<file path="config.mk">
export PLATFORM = sky130hd
export DESIGN_NAME = dla_psum_accum_ctrl
export DESIGN_NICKNAME = d
export VERILOG_FILES = /design/src/rtl/dla_psum_accum_ctrl_pkg.sv /design/src/rtl/psum_sat_relu.sv /design/src/rtl/dla_psum_accum_ctrl.sv
export SDC_FILE = /design/constraint.sdc
export NUM_CORES = 1
export LEC_CHECK = 0
export ABC_CLOCK_PERIOD_IN_PS = 4400
export CAP_MARGIN = 40
export CORE_AREA = 5 5 146 148
export CTS_CLUSTER_DIAMETER = 150
export CTS_CLUSTER_SIZE = 25
export DETAILED_ROUTE_END_ITERATION = 12
export DIE_AREA = 0 0 151 153
export PLACE_DENSITY = 0.72
export SETUP_SLACK_MARGIN = 0.2
export SLEW_MARGIN = 15
export SYNTH_ARGS = -nofsm -noshare
export SYNTH_HDL_FRONTEND = slang
export SYNTH_SLANG_ARGS = --single-unit
</file>
<file path="constraint.sdc">
create_clock -name clk -period 4.4 [get_ports clk]
set_clock_uncertainty 0.05 [all_clocks]
set_input_delay 0.88 -clock clk [delete_from_list [all_inputs] [get_ports clk]]
set_output_delay 0.88 -clock clk [all_outputs]
set_load 0.02 [all_outputs]
</file>
<file path="src/rtl/dla_psum_accum_ctrl_pkg.sv">
// Shared DLA definitions for the partial-sum accumulation sequencer:
// FSM state encoding, row partial-sum width and half-word saturation limits.
`ifndef HWORD
`define HWORD 16
`endif

package dla_psum_accum_ctrl_pkg;

  typedef enum logic [1:0] {
    ST_IDLE   = 2'd0,
    ST_ACCUM  = 2'd1,
    ST_OUTPUT = 2'd2,
    ST_FINISH = 2'd3
  } psum_state_e;

  localparam int PSUM_W    = 20;
  // Three PSUM_W operands summed; one guard bit more than strictly needed.
  localparam int ROW_SUM_W = PSUM_W + 3;
  localparam int HW_MAX    = 32767;
  localparam int HW_MIN    = -32768;

endpackage

</file>
<file path="src/rtl/psum_sat_relu.sv">
// Combinational clamp of the wide accumulator into a signed half-word,
// followed by optional ReLU on the clamped value.
`ifndef HWORD
`define HWORD 16
`endif

module psum_sat_relu
  import dla_psum_accum_ctrl_pkg::*;
#(
  parameter int ACC_W = 32
) (
  input  logic signed [ACC_W-1:0]   acc,
  input  logic                      relu,
  output logic signed [`HWORD-1:0]  res
);

  localparam int HW = `HWORD;
  localparam logic signed [ACC_W-1:0] SAT_HI = ACC_W'(HW_MAX);
  localparam logic signed [ACC_W-1:0] SAT_LO = ACC_W'(HW_MIN);

  always_comb begin
    res = acc[HW-1:0];
    if (acc > SAT_HI) begin
      res = HW'(HW_MAX);
    end else if (acc < SAT_LO) begin
      res = HW'(HW_MIN);
    end
    if (relu && res[HW-1]) begin
      res = '0;
    end
  end

endmodule

</file>
<file path="src/rtl/dla_psum_accum_ctrl.sv">
// Sums three row partial sums per beat, accumulates them over the programmed
// channel count from a per-job bias, and emits one saturated result per pixel.
`ifndef HWORD
`define HWORD 16
`endif

module dla_psum_accum_ctrl
  import dla_psum_accum_ctrl_pkg::*;
#(
  parameter int CH_W  = 8,
  parameter int PIX_W = 16,
  parameter int ACC_W = 32
) (
  input  logic                     clk,
  input  logic                     rst,
  input  logic                     cfg_start,
  input  logic [CH_W-1:0]          cfg_num_ch,
  input  logic [PIX_W-1:0]         cfg_num_pix,
  input  logic signed [`HWORD-1:0] cfg_bias,
  input  logic                     cfg_relu,
  input  logic                     in_valid,
  output logic                     in_ready,
  input  logic signed [PSUM_W-1:0] in_psum [2:0],
  output logic                     out_valid,
  input  logic                     out_ready,
  output logic signed [`HWORD-1:0] out_data,
  output logic                     busy,
  output logic                     done,
  output psum_state_e              dbg_state
);

  localparam int HW = `HWORD;

  // Handshakes: a beat moves on a rising edge where in_valid && in_ready;
  // a result moves on a rising edge where out_valid && out_ready. Both
  // ready/valid outputs are pure decodes of the state register.

  psum_state_e state, state_nx;

  logic [CH_W-1:0]         ch_cnt, num_ch_q;
  logic [PIX_W-1:0]        pix_cnt, num_pix_q;
  logic signed [HW-1:0]    bias_q;
  logic                    relu_q;
  logic signed [ACC_W-1:0] acc;

  logic signed [ROW_SUM_W-1:0] row_sum;
  logic signed [ACC_W-1:0]     acc_sum;
  logic signed [ACC_W-1:0]     cfg_bias_ext, bias_q_ext;
  logic signed [HW-1:0]        sat_res;
  logic                        ch_last, pix_last;

  always_comb begin
    row_sum = {{(ROW_SUM_W-PSUM_W){in_psum[0][PSUM_W-1]}}, in_psum[0]}
            + {{(ROW_SUM_W-PSUM_W){in_psum[1][PSUM_W-1]}}, in_psum[1]}
            + {{(ROW_SUM_W-PSUM_W){in_psum[2][PSUM_W-1]}}, in_psum[2]};
  end

  assign acc_sum      = acc + {{(ACC_W-ROW_SUM_W){row_sum[ROW_SUM_W-1]}}, row_sum};
  assign cfg_bias_ext = {{(ACC_W-HW){cfg_bias[HW-1]}}, cfg_bias};
  assign bias_q_ext   = {{(ACC_W-HW){bias_q[HW-1]}}, bias_q};
  assign ch_last      = (ch_cnt == num_ch_q);
  assign pix_last     = ((pix_cnt + PIX_W'(1)) == num_pix_q);

  // Saturate the value that includes the current beat, so the final result
  // is registered on the same edge that accepts the last channel.
  psum_sat_relu #(.ACC_W(ACC_W)) u_sat (
    .acc  (acc_sum),
    .relu (relu_q),
    .res  (sat_res)
  );

  always_comb begin
    state_nx = state;
    unique case (state)
      ST_IDLE:   if (cfg_start) state_nx = (cfg_num_pix == '0) ? ST_FINISH : ST_ACCUM;
      ST_ACCUM:  if (in_valid && ch_last) state_nx = ST_OUTPUT;
      ST_OUTPUT: if (out_ready) state_nx = pix_last ? ST_FINISH : ST_ACCUM;
      ST_FINISH: state_nx = ST_IDLE;
      default:   state_nx = ST_IDLE;
    endcase
  end

  always_ff @(posedge clk or posedge rst) begin
    if (rst) begin
      state     <= ST_IDLE;
      acc       <= '0;
      ch_cnt    <= '0;
      pix_cnt   <= '0;
      num_ch_q  <= '0;
      num_pix_q <= '0;
      bias_q    <= '0;
      relu_q    <= 1'b0;
      out_data  <= '0;
    end else begin
      state <= state_nx;
      unique case (state)
        ST_IDLE: begin
          if (cfg_start) begin
            num_ch_q  <= cfg_num_ch;
            num_pix_q <= cfg_num_pix;
            bias_q    <= cfg_bias;
            relu_q    <= cfg_relu;
            if (cfg_num_pix != '0) begin
              acc     <= cfg_bias_ext;
              ch_cnt  <= '0;
              pix_cnt <= '0;
            end
          end
        end
        ST_ACCUM: begin
          if (in_valid) begin
            acc    <= acc_sum;
            ch_cnt <= ch_cnt + CH_W'(1);
            if (ch_last) out_data <= sat_res;
          end
        end
        ST_OUTPUT: begin
          if (out_ready) begin
            pix_cnt <= pix_cnt + PIX_W'(1);
            if (!pix_last) begin
              acc    <= bias_q_ext;
              ch_cnt <= '0;
            end
          end
        end
        default: ;
      endcase
    end
  end

  assign in_ready  = (state == ST_ACCUM);
  assign out_valid = (state == ST_OUTPUT);
  assign busy      = (state != ST_IDLE);
  assign done      = (state == ST_FINISH);
  assign dbg_state = state;

endmodule

</file>
==> run_results.csv <==
group,metric,value,unit
floorplan,rows,52,
clocking,clk_pin_slew_worst_paths,0.06,ns
routing,routed_wl,30.1,mm
synth,syn_area,8790,µm²
layout,final_core_util,70.6,%
synth,yosysWarnings,0,
outcome,violations,"negative setup slack",
synth,synth-edff-count,0,
layout,nets,1494,
timing,final.setup.worst_slack,-1.45,ns
timing,rsz0062_at_grt,"yes",
clocking,cts_max_path_buffers,2,
routing,drcViolationCount,0,
synth,synth_fp_nets,1159,
synth,synth_seq_cells,115,
timing,finalSetupViolCount,35,
place,dp_cells,1503,
layout,n_antenna_cell,0,
floorplan,start_util,44.2,%
synth,syn_inst,972,
global_route,gr-total-overflow,0,
synth,yosys.cell_types.count,74,
critical_path,critPathCaptureType,"flip-flop",
critical_path,critPathArrivalTime,6.14,ns
clocking,htree_levels,4,
critical_path,cp.required,4.70,ns
synth,avgSynthCellArea,9.05,µm²
clocking,cts_sinks,115,
critical_path,start_kind,"input port",
pwr,p_total,13600,µW
synth,yosys-top-cells-count,"dfrtp_1, o21ai_0, nand2_1",
synth,synth.most_common_cell,"dfrtp_1",
synth,yosys_most_used_dff,"dfrtp_1",
pwr,worst_ir_drop_vdd,0.000506,V
floorplan,die_h,153,µm
floorplan,io_pins,128,
pwr,p_leak,0.00605,µW
outcome,status,"finished with violations",
clocking,postCtsHoldBufs,0,
timing,max_slew.worst_pin.slew,0.904,ns
global_route,track_usage,23.9,%
global_route,grt_pass1_wl,44.8,mm
global_route,grt_max_degree,52,
timing,fmax,171,MHz
place,io_buffers,127,
critical_path,worstSetupPathType,"input port to flip-flop",
hold_path,hold_path_class,"flip-flop to flip-flop",
routing,vias,9180,
routing,first_pass_iters,7,
synth,synth_seq_area_share,32.7,%
timing,setup-tns-final,-34.99,ns
routing,vias_per_cell,5.77,
global_route,antenna_found_initial,0,
global_route,grt_pass1_vias,9090,
synth,async_flop_share,100,%
clocking,numCtsBuffers,17,
layout,fin_cells,1590,
place,hpwl,19.3,mm
run,drv_cap,0,
timing,relSlewSlack,39.6,%
synth,yosys.area.top_type,"dfrtp_1",
timing,fin_crit,5.85,ns
routing,final_antenna_net_count,0,
layout,layout-drive-gt1-share,38.9,%
floorplan,dieArea,23100,µm²
timing,period_share,133,%
floorplan,fp.dieW,151,µm
timing,whs,0.437,ns
synth,synth_top_area_share,32.7,%
pwr,p_per_area,967,nW/µm²
floorplan,core_area,19900,µm²
clocking,insertion_delay,0.44,ns
routing,drt-initial-drc-count,692,
clocking,cts_tree,"built",
clocking,clockRootBuffer,"clkbuf_16",
timing,hold_violations,0,
routing,wire_per_inst,19.0,µm
critical_path,path_max_fanout,8,
layout,area_growth,59.9,%
place,gp_routability_congestion,0.957,
synth,synthTopCellsByArea,"dfrtp_1, ha_1, mux2_2, fa_1, o21ai_0",
timing,drv_slew,0,
## cell families (layout without fill, tap and decap cells)
logic type	after synthesis	in the layout	share of synthesized area, %
muxes	42	42	5.36
and+or+nand+nor	274	274	15.0
adders and majority gates	81	81	13.4
AOI/OAI and AO/OA	298	298	21.8
DFF	115	115	32.7
buffers and inverters	82	430	3.69
xor gates and xnor gates	80	80	8.05
## final cells by class
cell class              instances  area, µm²
clock buffers                  21        470
well taps                     270        338
clock inverters                11        149
flip-flops and latches        115       2880
inverters                      42        170
repair buffers                356       3160
fillers                      1355       5850
multi-input cells             775       6900
## state kept, by name, indices dropped and copies added (netlist names)
register	count
acc	32
bias_q	16
num_pix_q	16
out_data	16
pix_cnt	16
ch_cnt	8
num_ch_q	8
dbg_state	2
relu_q	1
## report_power, final
group	leakage, µW	switching, µW	internal [µW]
combinational	0.00434	5190	5020
clock	0.000296	532	938
sequential	0.00142	389	1520
## stage by stage
| step | cell area [µm²] | setup WS (ns) |
|---|---|---|
| finish | 14100 | -1.45 |
| global route | 14100 | -1.71 |
| CTS | 13300 | -1.37 |
| detailed placement | 11800 | -2.27 |
| global placement | 11800 | -2.09 |
| floorplan | 9010 | -1.28 |
## layer usage
layer  up-vias  track usage [%]  part of all wire, %
met5         -                0                    0
li1       4219                -                    -
met1      4524             30.9                   40
met3        80             4.53                  5.9
met4         0             8.03                  3.8
met2       357             40.2                   51
## cells in the final DEF, fill, tap and decap left out, types with 10 or more instances in the layout
master	n
buf_4	197
dfrtp_1	115
clkdlybuf4s50_1	99
nand2_1	77
nor2_1	53
o21ai_0	46
ha_1	42
mux2_2	41
xnor2_1	35
o21ai_1	35
inv_1	33
xor2_1	29
buf_6	29
a21oi_2	28
a21oi_1	23
o21ai_2	21
a21o_1	19
fa_1	19
nand3_1	18
o211ai_1	18
clkbuf_16	17
ha_4	14
dlygate4sd2_1	13
nor3_1	12
nand4_1	12
and3_1	12
o31ai_1	12
nor4_1	11
nand2b_1	10
## critical path: stages
cell and delay, ns:
buf_6 0.09, fa_1 0.55, ha_1 0.23, a21o_1 0.19, a21oi_4 0.19, o21bai_4 0.09
a31oi_4 0.17, o211a_1 0.25, buf_6 0.11, nor2_2 0.04, a21o_1 0.17, a21oi_2 0.17
xnor2_2 0.15, ha_4 0.26, a21oi_4 0.18, o211ai_4 0.13, a311oi_2 0.29, buf_4 0.22
o31ai_4 0.10, xnor2_2 0.16, buf_4 0.17, nor4_4 0.27, nand4_1 0.12, nor2_1 0.12
and4_1 0.24, a41oi_4 0.20, buf_12 0.20, o21ai_4 0.16
## final timing paths
kind / startpoint / to / slack, ns / cells past startpoint
worst max-delay path: in_psum[42] / out_data[10] / -1.45 / 28
worst min register to register: acc[18] / acc[18] / 0.44 / 2
worst min-delay path: acc[18] / acc[18] / 0.44 / 2
max in group asynchronous: rst / acc[27] / 2.74 / 4
min in group asynchronous: rst / num_pix_q[9] / 0.68 / 2
worst max register to register: acc[0] / out_data[10] / 0.59 / 16
## what timing repair did
item | in CTS | in global routing
cloned | 2 | 0
gates resized for setup | 192 | 118
endpoints found under the setup margin | 42 | 40
setup buffers | 29 | 24
pin swaps | 93 | 96
Power figures use the tool's default switching activity.
